`config.mk`:
```
export PLATFORM = sky130hd
export DESIGN_NAME = fifo_wr_arbiter
export DESIGN_NICKNAME = d
export VERILOG_FILES = /design/src/rtl/fifo_arb_pkg.sv /design/src/rtl/rr_arbiter.sv /design/src/rtl/fifo_wr_arbiter.sv
export SDC_FILE = /design/constraint.sdc
export NUM_CORES = 1
export LEC_CHECK = 0
export ABC_AREA = 1
export BUFFER_PORTS_ARGS = -buffer_cell sky130_fd_sc_hd__buf_2
export CELL_PAD_IN_SITES_DETAIL_PLACEMENT = 1
export CELL_PAD_IN_SITES_GLOBAL_PLACEMENT = 1
export CORE_MARGIN = 2
export CORE_UTILIZATION = 32
export CTS_BUF_LIST = sky130_fd_sc_hd__clkbuf_16
export DETAILED_ROUTE_END_ITERATION = 7
export PLACE_DENSITY_LB_ADDON = 0.1
export SLEW_MARGIN = 15
export SYNTH_ARGS = -nofsm -noshare
export SYNTH_HDL_FRONTEND = slang
export SYNTH_SLANG_ARGS = --single-unit
```
`constraint.sdc`:
```
create_clock -name clk -period 3.5 [get_ports clk]
set_input_delay 0.35 -clock clk [delete_from_list [all_inputs] [get_ports clk]]
set_output_delay 0.35 -clock clk [all_outputs]
set_load 0.01 [all_outputs]
```
`src/rtl/fifo_arb_pkg.sv`:
```
// Shared arbiter state encoding and default parameter values.
package fifo_arb_pkg;

  typedef enum logic [1:0] {
    ST_IDLE  = 2'd0,
    ST_RUN   = 2'd1,
    ST_BLOCK = 2'd2
  } state_t;

  localparam int DEF_FIFO_WIDTH = 16;
  localparam int DEF_NUM_REQ    = 4;
  localparam int DEF_CNT_WIDTH  = 8;

endpackage

```
`src/rtl/rr_arbiter.sv`:
```
// Combinational round-robin picker: search starts one past ptr, first set req wins.
// Output is one-hot, or zero when no request is present.
module rr_arbiter
  import fifo_arb_pkg::*;
#(
  parameter int NUM_REQ = DEF_NUM_REQ
) (
  input  logic [NUM_REQ-1:0]         req,
  input  logic [$clog2(NUM_REQ)-1:0] ptr,
  output logic [NUM_REQ-1:0]         grant
);

  localparam int IW = $clog2(NUM_REQ);

  logic [IW-1:0] idx;
  logic          found;

  always_comb begin
    grant = '0;
    found = 1'b0;
    idx   = '0;
    for (int k = 1; k <= NUM_REQ; k++) begin
      idx = IW'((int'(ptr) + k) % NUM_REQ);
      if (!found && req[idx]) begin
        grant[idx] = 1'b1;
        found      = 1'b1;
      end
    end
  end

endmodule

```
`src/rtl/fifo_wr_arbiter.sv`:
```
// Round-robin N:1 arbiter feeding a FIFO write port; accepted word appears registered one cycle later.
// Grants stall while the FIFO is full, or almost full with a write already in flight.
module fifo_wr_arbiter
  import fifo_arb_pkg::*;
#(
  parameter int FIFO_WIDTH = DEF_FIFO_WIDTH,
  parameter int NUM_REQ    = DEF_NUM_REQ,
  parameter int CNT_WIDTH  = DEF_CNT_WIDTH
) (
  input  logic                          clk,
  input  logic                          rst_n,
  input  logic                          arb_en,
  input  logic [NUM_REQ-1:0]            req_valid,
  input  logic [NUM_REQ*FIFO_WIDTH-1:0] req_data,
  output logic [NUM_REQ-1:0]            req_ready,
  output logic [FIFO_WIDTH-1:0]         fifo_data_in,
  output logic                          fifo_wr_en,
  input  logic                          fifo_full,
  input  logic                          fifo_almostfull,
  input  logic                          fifo_wr_ack,
  input  logic                          fifo_overflow,
  output logic [$clog2(NUM_REQ)-1:0]    grant_id,
  output logic [CNT_WIDTH-1:0]          wr_cnt,
  output logic                          ovf_err
);

  localparam int IW = $clog2(NUM_REQ);

  state_t                state;
  state_t                state_nxt;
  logic [IW-1:0]         last_grant;
  logic [NUM_REQ-1:0]    grant;
  logic                  block;
  logic                  transfer;
  logic [IW-1:0]         sel_idx;
  logic [FIFO_WIDTH-1:0] sel_data;

  rr_arbiter #(.NUM_REQ(NUM_REQ)) u_rr (
    .req   (req_valid),
    .ptr   (last_grant),
    .grant (grant)
  );

  // The in-flight write counts against almost-full so a new grant can never land on a full FIFO.
  assign block = fifo_full | (fifo_almostfull & fifo_wr_en);

  always_ff @(posedge clk or negedge rst_n) begin
    if (!rst_n) state <= ST_IDLE;
    else        state <= state_nxt;
  end

  always_comb begin
    state_nxt = state;
    req_ready = '0;
    case (state)
      ST_IDLE:  if (arb_en) state_nxt = ST_RUN;
      ST_RUN:   if (block)  state_nxt = ST_BLOCK;
      ST_BLOCK: if (!block) state_nxt = ST_RUN;
      default:  state_nxt = ST_IDLE;
    endcase
    if (!arb_en) state_nxt = ST_IDLE;
    if (state == ST_RUN && !block && arb_en) req_ready = grant;
  end

  assign transfer = |req_ready;

  always_comb begin
    sel_idx  = '0;
    sel_data = '0;
    for (int i = 0; i < NUM_REQ; i++) begin
      if (req_ready[i]) begin
        sel_idx  = IW'(i);
        sel_data = req_data[i*FIFO_WIDTH +: FIFO_WIDTH];
      end
    end
  end

  always_ff @(posedge clk or negedge rst_n) begin
    if (!rst_n) begin
      last_grant   <= IW'(NUM_REQ - 1);
      fifo_wr_en   <= 1'b0;
      fifo_data_in <= '0;
      grant_id     <= '0;
    end else begin
      fifo_wr_en <= transfer;
      if (transfer) begin
        last_grant   <= sel_idx;
        fifo_data_in <= sel_data;
        grant_id     <= sel_idx;
      end
    end
  end

  always_ff @(posedge clk or negedge rst_n) begin
    if (!rst_n) begin
      wr_cnt  <= '0;
      ovf_err <= 1'b0;
    end else begin
      if (fifo_wr_ack)   wr_cnt  <= wr_cnt + CNT_WIDTH'(1);
      if (fifo_overflow) ovf_err <= 1'b1;
    end
  end

endmodule

```
Yosys cells after proc, flatten, opt, wreduce, memory -nomap -nowiden. Index checks and enable logic that the tools add are counted.

Add/sub/neg operators: 5. $lt $le $gt $ge: 8. Equality and inequality tests: 4. Mux-type cells: 35. Bitwise logic cells: 5. Reductions and logical operators: 16.

Operators by type and width (number): 16-bit two-way mux (4); 4-bit two-way mux (5); 2-bit by 3-bit < comparator with 1-bit output (second input constant) (4); 1-bit two-way mux (12); 4-bit OR (3); 2-bit two-way mux (5); 1-bit logical AND (9); 8-bit by 1-bit adder with 8-bit output (second input constant) (1); 1-bit binary-select mux with 2-bit select (4); 1-bit demux with 2-bit select (4); 2-bit by 1-bit >= comparator with 1-bit output (second input constant) (4); 3-bit != test (second input constant) (2); 2-bit one-hot mux with 3 select lines (1); 2-bit by 1-bit adder with 2-bit output (second input constant) (2); 2-bit adder (second input constant) (2); 1-bit zero test (4); 4-bit OR reduction (1); 2-bit by 1-bit == test with 1-bit output (second input constant) (1); 2-bit == test (second input constant) (1); 2-bit zero test (1); 2-bit AND reduction (1); 1-bit AND (1); 1-bit OR (1).

Register bits after elaboration: 32. Bits of input ports: 75. Output and inout port bits: 32.

Logic depth before layout (Yosys ltp). Gate-level depths: netlist (run 1).

Depth in word-level cells: 18. Mapped depth: 17. Gate-level depth less buffers: 17.

Cells and area by module. A second synthesis (run 1) with hierarchy kept.

Cells, all modules: 358. Area, all modules: 2491.1 µm².

By module, submodules not included: fifo_wr_arbiter (times used 1, cells an instance 283, area an instance 2069.5 µm², seq. area each 803.3 µm²); rr_arbiter (times used 1, cells an instance 75, area an instance 421.7 µm², seq. area each 0.0 µm²).

Least setup slack after synthesis (run 1). No wires, ideal clock.

Path type: register -> output. Start point: register last_grant[0]. End point: output req_ready[3]. Arrival time: 2.225 ns. Data required time: 3.150 ns. Setup slack: 0.925 ns. Cell stages (with the launch flop): 13. Buffers on the path: 1. Path through: dfstp_2 > inv_2 > ha_1 > inv_1 > nand3_2 > nand2_4 > nand2_4 > nor2_8 > nand2_1 > nand3b_1 > nand2_2 > inv_2 > buf_4.

Longest elaborated chain between the ends: 14.

RTL lines: start: declaration (line fifo_wr_arbiter.sv:31) `logic [IW-1:0] last_grant;`; start signal: assignment (line fifo_wr_arbiter.sv:80) `last_grant <= IW'(NUM_REQ - 1);`; start signal: assignment (line fifo_wr_arbiter.sv:87) `last_grant <= sel_idx;`; branches (longest 12 deep; another with 2-bit by 3-bit < comparator with 1-bit output); 4-bit two-way mux (*) (line rr_arbiter.sv:24) `if (!found && req[idx]) begin`; 4-bit two-way mux (*) (line fifo_wr_arbiter.sv:62) `if (state == ST_RUN && !block && arb_en) req_ready = grant;`; end: declaration (line fifo_wr_arbiter.sv:15) `output logic [NUM_REQ-1:0] req_ready,`.

Mark *: on every way between the ends. The select of a mux whose other input is x is not followed.

Worst setup path in the final report (run 1).
Start point: register last_grant[0]. End point: output req_ready[2].

Same word-level chain as after synthesis.

==> results of run 1 <==
## cells by family (layout without fill, tap and decap cells)
group | after synthesis | after routing
compound gates | 21 | 21
simple gates | 232 | 232
xor+xnor | 6 | 6
buf+inv | 31 | 138
fa+ha+maj | 9 | 9
flops | 32 | 32
## cell usage after synthesis
master / count
nand3_2: 3
buf_2: 2
o21ai_0: 11
nand2_1: 121
inv_1: 18
ha_1: 9
nor2_4: 2
inv_2: 3
a21oi_1: 8
nand4_1: 4
o21ai_2: 1
dfstp_2: 2
xnor2_1: 3
nand2_4: 7
nor2_1: 16
clkbuf_1: 2
nor3_1: 1
nand3b_1: 1
nor2_8: 2
or2_2: 7
nand3_4: 1
xor2_1: 3
dfrtp_1: 30
buf_4: 3
buf_6: 1
nor2_2: 2
inv_4: 2
nand2_2: 5
and2_1: 1
a31o_2: 1
nand3_1: 59
## path summary, 6_finish.rpt
kind,endpoint,slack (ns),from
worst max-delay path,req_ready[2],0.28,last_grant[0]
worst max register to register,fifo_data_in[15],0.51,last_grant[0]
worst min register to register,ovf_err,0.46,ovf_err
worst min-delay path,state[0],0.16,rst_n
max in group asynchronous,fifo_data_in[2],2.84,rst_n
min in group clk,ovf_err,0.26,fifo_overflow
## final cells by class
cell class	instances	area (um^2)	share of cell area, %
multi-input cells	268	1410	45.3
flip-flops and latches	32	803	25.8
repair buffers	107	538	17.3
clock buffers	5	125	4.01
well taps	99	124	3.97
inverters	23	98.8	3.17
clock inverters	3	15.0	0.482
## power by group through the flow
| stage | logic, uW | registers (uW) | clock network, uW |
|---|---|---|---|
| after detailed placement | 1340 | 678 | 0 |
| final | 1340 | 669 | 424 |
| after global placement | 1310 | 670 | 0 |
| after global routing | 1520 | 701 | 449 |
| after CTS | 1350 | 674 | 435 |
| after floorplan | 895 | 721 | 0 |
## flip-flops by register name (all words and copies together) (netlist names)
signal and count:
fifo_data_in 16, wr_cnt 8, grant_id 2, last_grant 2, state 2, fifo_wr_en 1, ovf_err 1
## per-layer routing
layer	GRT usage, %	up-vias	part of all wire, %
li1	-	1278	-
met5	0	-	0
met1	25.1	1187	44
met4	5.77	0	1.1
met3	5.53	6	5.7
met2	35.9	67	50
## stage by stage
stage,setup WS (ns),cells
final,0.284,537
after global routing,0.0445,537
after detailed placement,0.370,529
after floorplan,0.925,331
after CTS,0.0556,537
after global placement,0.491,529
==> impl_metrics.ini, run 1 <==
[status]
run_status = complete, no violations

[setup_path]
crit_top_cell = nand2_4
cp_cell_sequence = inv_2 -> ha_1 -> inv_1 -> nand3_2 -> nand2_4 -> nand2_4 -> nor2_1 -> nand2_1 -> nand3_2 -> nand2_4 -> inv_4 -> buf_2
slowest_delay_ns = 0.65
path_class = flop to output pin
critical_path_buf_inv_count = 4
rr_worst_depth = 17
crit_family = simple AND/OR/NAND/NOR gates
path_max_fanout = 18
start_kind = flop
required_ns = 3.15
cp.depth = 12
slowest_stage = dfstp_2
end_kind = output pin
worstPathArrival_ns = 2.87

[floorplanning]
core_area_um2 = 7180
ios = 107
start_util_pct = 32.8
die_area_um2 = 8060
chipWidth_um = 89.8
num_rows = 31
die_h_um = 89.8

[finish]
synthToLayoutAreaGrowth_pct = 32.4
layout.nets = 521
diodes = 0
layout_common_cells = 121 x nand2_1, 106 x buf_2, 59 x nand3_1, 30 x dfrtp_1, 19 x inv_1
final_common_cell = nand2_1
post-route-util_pct = 43.4
fill_cells = 942
layout-drive-gt1-share_pct = 34.5
final_cell_area_um2 = 3120

[placement]
numPortBuffers = 106
gp_congestion = 0.779
placed_area_um2 = 2960
hpwl_um = 6200

[cts]
cts_hold_buf = 0
cts-htree-levels = 2
cts.sinks = 32
cts_buffer_depth = 2
cts_tree = yes
clock_latency_ns = 0.28
path_clk_slew_ns = 0.05
cts_buffers = 5
cts_resized = 0
root_buffer = clkbuf_16
postCtsSetupBuffers = 0

[sta]
finalHoldViolations = 0
max_freq_mhz = 311
period_needed_ns = 3.22
setup_viol_count_final = 0
max-slew-margin-rel_pct = 47.2
clock_skew_ns = 0.00297
grt_setup_unrepaired = false
maxSlewViolCount = 0
fin_crit_sh_pct = 91.9
hold_ws_ns = 0.156
worstMarginPinSlew_ns = 0.791
finalSetupTns_ns = 0

[drt]
vias = 2538
drc = 0
drt_wl_total_um = 7910
routed_via_density = 4.73
wl_per_cell_um = 14.7
dr.pass1.iters = 4
drtAntennaViolNets = 0
drt_iter0_drc = 77

[logic_synthesis]
synth-warning-count = 0
synth_compound_area_share_pct = 4.78
synth_xor_area_share_pct = 2.23
syn-cell-area_um2 = 2350
synthAdderAreaFrac_pct = 4.78
ys_seq_area_share_pct = 34.1
synth_top_family_by_area = simple AND/OR/NAND/NOR gates
syn_area_per_cell_um2 = 7.11
muxShareOfSynthArea_pct = 0
synth_top_area_cell = dfrtp_1
ys_top_cells_by_area = dfrtp_1 32%, nand2_1 19%, nand3_1 13%
yosys.area.top_type_share_pct = 31.9
ys_ff_latch = 32
syn_nets = 415
synthSimpleGateAreaFrac_pct = 48.0
ys_types = 31
postSynthCellCount = 331

[grt]
grt_pass1_wl_um = 13500
first_global_vias = 2773
gr-total-overflow = 0
antenna_found_initial = 0
track_usage_pct = 20.6
grt_max_degree = 33

[pwr]
p_switching_uw = 1150
cellLeakagePower_uw = 0.00177
totalPowerFinal_uw = 2430
pwr-share-seq_pct = 27.5
swShare_pct = 47.5
comb_power_share_pct = 55.0
peakVddDrop_mv = 0.339
intPower_uw = 1280
p_per_area_nw_per_um2 = 780
pwr-share-clk_pct = 17.4

[run]
drv_cap = 0

[hold_path]
hold_class = primary input to async pin
(Power assumes the default switching activity.)
==> run 2: changes to the inputs <==
--- a/config.mk
+++ b/config.mk
@@ -11,7 +11,7 @@
 export CELL_PAD_IN_SITES_GLOBAL_PLACEMENT = 1
 export CORE_MARGIN = 2
 export CORE_UTILIZATION = 32
-export CTS_BUF_LIST = sky130_fd_sc_hd__clkbuf_16
+export CTS_BUF_LIST = sky130_fd_sc_hd__clkbuf_8 sky130_fd_sc_hd__clkbuf_16
 export DETAILED_ROUTE_END_ITERATION = 7
 export PLACE_DENSITY_LB_ADDON = 0.1
 export SLEW_MARGIN = 15
==> impl_metrics.ini, run 2 (synthesized netlist as in run 1, its figures left out) <==
[grt]
first_global_vias = 2712
grtUsageMet1_pct = 24.9
grt_max_degree = 33
grt_use_met3_pct = 5.36
gr-total-overflow = 0
track_usage_pct = 20.3
top_usage_layer = met2
grtUsageMet2_pct = 35.5
antenna_found_initial = 0
grt_pass1_wl_um = 13300

[drt]
drc = 0
drt_wl_total_um = 7810
dr.pass1.iters = 4
drt_iter0_drc = 77
drtAntennaViolNets = 0
wl_per_cell_um = 14.5
vias = 2528
routed_via_density = 4.71

[sta]
setup_viol_count_final = 0
clock_skew_ns = 0.00466
max-slew-margin-rel_pct = 46.9
hold_ws_ns = 0.142
finalSetupTns_ns = 0
worstMarginPinSlew_ns = 0.797
finalHoldViolations = 0
grt_setup_unrepaired = false
fin_crit_sh_pct = 91.9
period_needed_ns = 3.22
max_freq_mhz = 311
maxSlewViolCount = 0

[run]
drv_cap = 0

[finish]
diodes = 0
layout_common_cells = 121 x nand2_1, 106 x buf_2, 59 x nand3_1, 30 x dfrtp_1, 19 x inv_1
fill_cells = 941
layout-drive-gt1-share_pct = 34.7
regMostFlops = fifo_data_in
synthToLayoutAreaGrowth_pct = 30.5
reg_top3 = fifo_data_in: 16 flops, wr_cnt: 8 flops
final_cell_area_um2 = 3070
largest_reg_flops = 16
final_common_cell = nand2_1
layout.nets = 521

[pwr]
p_per_area_nw_per_um2 = 752
peakVddDrop_mv = 0.297
cellLeakagePower_uw = 0.00175

[floorplanning]
ios = 107
num_rows = 31
start_util_pct = 32.8
core_area_um2 = 7180
chipWidth_um = 89.8
die_h_um = 89.8
die_area_um2 = 8060

[placement]
numPortBuffers = 106
placed_area_um2 = 2960
gp_congestion = 0.779
hpwl_um = 6200

[cts]
cts_buffers = 5
root_buffer = clkbuf_8
cts_tree = yes
cts_buffer_depth = 2
cts.sinks = 32
clock_latency_ns = 0.29
postCtsSetupBuffers = 0
cts-htree-levels = 2
path_clk_slew_ns = 0.07

[setup_path]
worstPathArrival_ns = 2.87
start_kind = flop
required_ns = 3.15
path_class = flop to output pin
cp_cell_sequence = inv_2 -> ha_1 -> inv_1 -> nand3_2 -> nand2_4 -> nand2_4 -> nor2_1 -> nand2_1 -> nand3_2 -> nand2_4 -> inv_4 -> buf_2
slowest_stage = dfstp_2
end_kind = output pin
slowest_delay_ns = 0.66
path_max_fanout = 18
crit_family = simple AND/OR/NAND/NOR gates
critical_path_buf_inv_count = 4
crit_top_cell = nand2_4

[status]
run_status = complete, no violations

[hold_path]
hold_class = primary input to async pin
==> run 2: cell type report <==
| type | count | area [um^2] | share of cell area [%] |
|---|---|---|---|
| multi-input combinational | 268 | 1410 | 46.0 |
| sequential | 32 | 803 | 26.2 |
| timing repair buffer | 107 | 538 | 17.5 |
| tap | 99 | 124 | 4.03 |
| inverter | 23 | 98.8 | 3.22 |
| clock buffer | 6 | 82.6 | 2.69 |
| clock inverter | 2 | 11.3 | 0.367 |
==> run 2: where the power goes <==
part,switching [uW],total [uW],internal (uW)
registers,132,669,537
logic,854,1330,480
clock network,148,305,157
total,1130,2310,1170
==> run 2: what timing repair did <==
item | CTS | global route
hold buffers | 0 | 0
endpoints found under the setup margin | 0 | 1
endpoints found under the hold margin | 0 | 0
resized for setup | 0 | 5
==> run 2: worst paths after layout <==
| check | slack (ns) | startpoint | cells past startpoint | end |
|---|---|---|---|---|
| setup / recovery | 0.28 | last_grant[0] | 12 | req_ready[2] |
| hold / removal | 0.14 | rst_n | 1 | state[0] |
| setup reg to reg | 0.51 | last_grant[0] | 16 | fifo_data_in[1] |
| hold reg to reg | 0.46 | ovf_err | 1 | ovf_err |
| max in group asynchronous | 2.85 | rst_n | 1 | fifo_data_in[2] |
| min in group clk | 0.25 | fifo_overflow | 2 | ovf_err |
==> run 2: layer usage <==
layer	routed length (um)	up-vias
li1	-	1276
met1	3420	1181
met2	3850	64
met3	467	7
met4	78	0
met5	0	-
==> run 2: through the flow <==
step / cells / setup WS (ns) / power [uW] / utilization (%)
finish: 537 / 0.284 / 2310 / 42.8
global route: 537 / 0.0369 / 2540 / 42.8
CTS: 537 / 0.0399 / 2340 / 42.6
detailed placement: 529 / 0.370 / 2020 / 41.3
global placement: 529 / 0.491 / 1980 / 41.3
floorplan: 331 / 0.925 / 1620 / -
==> run 3: changes to the inputs <==
--- a/config.mk
+++ b/config.mk
@@ -7,14 +7,17 @@
 export LEC_CHECK = 0
 export ABC_AREA = 1
 export BUFFER_PORTS_ARGS = -buffer_cell sky130_fd_sc_hd__buf_2
+export CAP_MARGIN = 15
 export CELL_PAD_IN_SITES_DETAIL_PLACEMENT = 1
 export CELL_PAD_IN_SITES_GLOBAL_PLACEMENT = 1
 export CORE_MARGIN = 2
-export CORE_UTILIZATION = 32
+export CORE_UTILIZATION = 33
 export CTS_BUF_LIST = sky130_fd_sc_hd__clkbuf_8 sky130_fd_sc_hd__clkbuf_16
 export DETAILED_ROUTE_END_ITERATION = 7
+export GPL_TIMING_DRIVEN = 0
 export PLACE_DENSITY_LB_ADDON = 0.1
 export SLEW_MARGIN = 15
 export SYNTH_ARGS = -nofsm -noshare
 export SYNTH_HDL_FRONTEND = slang
+export SYNTH_HIERARCHICAL = 1
 export SYNTH_SLANG_ARGS = --single-unit
==> impl_metrics.ini, run 3 <==
[status]
run_status = complete, no violations

[cts]
path_clk_slew_ns = 0.08
cts_hold_buf = 0
cts_buffer_depth = 2
cts.sinks = 32
cts-htree-levels = 2
cts_tree = yes
clock_latency_ns = 0.29
root_buffer = clkbuf_8
cts_buffers = 5

[pwr]
pwr-share-clk_pct = 14.5
intPower_uw = 1240
comb_power_share_pct = 58.5
p_switching_uw = 1220
pwr-share-seq_pct = 27.0
cellLeakagePower_uw = 0.00192
swShare_pct = 49.7
totalPowerFinal_uw = 2460
peakVddDrop_mv = 0.319
p_per_area_nw_per_um2 = 743

[logic_synthesis]
postSynthCellCount = 358
synth_common_cells = 97 x nand2_1, 45 x nor2_1, 44 x nand3_1, 42 x inv_1, 32 x nand4_1
yosys.area.top_type_share_pct = 30.1
ys_ff_latch = 32
syn_nets = 442
synth-warning-count = 6
syn-cell-area_um2 = 2490
yosysMostFrequentCell = nand2_1
ys_types = 32
ys_seq_area_share_pct = 32.2
ys_top_cells_by_area = dfrtp_1 30%, nand2_1 15%, nand3_1 8.8%
synth-edff-count = 0
ys.flop_type = dfrtp_1
synth_top_area_cell = dfrtp_1
syn_area_per_cell_um2 = 6.96
async_flop_share_pct = 100

[setup_path]
slowest_delay_ns = 0.65
end_kind = output pin
worstPathArrival_ns = 2.90
critical_path_buf_inv_count = 5
required_ns = 3.15
path_class = flop to output pin
slowest_stage = dfstp_2
start_kind = flop
path_max_fanout = 11
crit_family = simple AND/OR/NAND/NOR gates
cp_cell_sequence = inv_2 -> ha_1 -> inv_1 -> nand3_2 -> nand2_4 -> nand2_4 -> nor2_4 -> nand2_1 -> nand3_1 -> buf_2 -> inv_1 -> nor2_1 -> buf_2

[sta]
period_needed_ns = 3.25
max_freq_mhz = 307
clock_skew_ns = 0.00730
grt_setup_unrepaired = false
setup_viol_count_final = 0
fin_crit_sh_pct = 93.0
max-slew-margin-rel_pct = 48.3
finalHoldViolations = 0
worstMarginPinSlew_ns = 0.775
maxSlewViolCount = 0
finalSetupTns_ns = 0

[drt]
routed_via_density = 4.76
wl_per_cell_um = 14.3
dr.pass1.iters = 4
drt_wl_total_um = 8210
drt_iter0_drc = 69
drtAntennaViolNets = 0
drc = 0
vias = 2740

[placement]
gp_congestion = 0.822
numPortBuffers = 106
hpwl_um = 6460

[grt]
grt_max_degree = 33
first_global_vias = 2826
track_usage_pct = 19.9
antenna_found_initial = 0
gr-total-overflow = 0
grt_pass1_wl_um = 13300

[finish]
fill_cells = 994
layout.nets = 560
diodes = 0
regMostFlops = fifo_data_in
multi_input_comb_area_um2 = 1410
final_common_cell = buf_2
layout-drive-gt1-share_pct = 34.6
layout_common_cells = 110 x buf_2, 97 x nand2_1, 45 x nor2_1, 42 x inv_1, 41 x nand3_1
post-route-util_pct = 45.4
regArea_um2 = 803
reg_top3 = fifo_data_in: 16 flops, wr_cnt: 8 flops
largest_reg_flops = 16
synthToLayoutAreaGrowth_pct = 32.8

[floorplanning]
num_rows = 31
core_area_um2 = 7290
ios = 107
die_h_um = 90.9
chipWidth_um = 90.9
start_util_pct = 34.2
die_area_um2 = 8260

[hold_path]
hold_class = primary input to async pin

[run]
drv_cap = 0
-- run 3: cell types whose count changed in the layout (fill, tap and decap cells not counted), moves of 4 or more --
cell,delta
nand2_4,-4
o21ai_0,-10
buf_6,+4
buf_4,+7
inv_1,+23
or2_2,-6
nor2_1,+29
a21oi_1,-7
nand4_1,+28
nand3_1,-18
buf_2,+4
nand2_1,-24
-- run 3: layout make-up --
cell class / count / area share (%)
sequential: 32 / 24.3
clock inverter: 3 / 1.17
tap: 99 / 3.74
clock buffer: 5 / 2.08
inverter: 47 / 5.41
timing repair buffer: 111 / 17.2
buffer: 14 / 3.44
multi-input combinational: 265 / 42.7
-- run 3: per-layer routing --
layer / vias up / wire length (um) / track usage (%)
met5: - / 0 / 0
met2: 72 / 4030 / 34.8
met4: 0 / 87 / 4.42
li1: 1380 / - / -
met3: 6 / 448 / 3.59
met1: 1282 / 3650 / 25.7
-- run 3: cells by family (layout without fill, tap and decap cells) --
group / after synthesis / after routing / share of synthesized area [%]
AOI/OAI and AO/OA: 7 / 7 / 2.01
xor gates and xnor gates: 7 / 7 / 2.46
adders and majority gates: 9 / 9 / 4.52
buffers and inverters: 61 / 180 / 11.6
DFF: 32 / 32 / 32.2
muxes: 1 / 1 / 0.452
and+or+nand+nor: 241 / 241 / 46.7
-- run 3: final timing paths --
path,endpoint,slack [ns],depth (start not counted),start
max,req_ready[1],0.25,13,last_grant[0]
min,grant_id[1],0.13,1,rst_n
max reg2reg,fifo_data_in[9],0.57,16,last_grant[0]
min reg2reg,ovf_err,0.47,1,ovf_err
max in group asynchronous,grant_id[0],2.87,1,rst_n
min in group clk,ovf_err,0.26,2,fifo_overflow
-- run 3: power by group through the flow --
stage / sequential, uW / clock (uW) / combinational, uW
detailed placement: 676 / 0 / 1380
global route: 692 / 384 / 1610
finish: 664 / 357 / 1440
CTS: 671 / 374 / 1390
global placement: 667 / 0 / 1340
floorplan: 717 / 0 / 863
-- run 3: metrics by stage --
step                      hold slack [ns]  area, um^2  cells  setup WS [ns]
after floorplan                    0.0544        2490    358          0.831
after global placement              0.442        3150    563          0.269
after detailed placement            0.450        3150    563          0.200
after CTS                           0.161        3250    571         0.0274
after global routing                0.180        3310    576        0.00842
final                               0.133        3310    576          0.246
-- run 3: timing repair --
action | 4_1_cts | 5_1_grt
endpoints found under the setup margin | 1 | 4
pin swaps | 0 | 0
buffers inserted | 0 | 5
resized for setup | 1 | 6
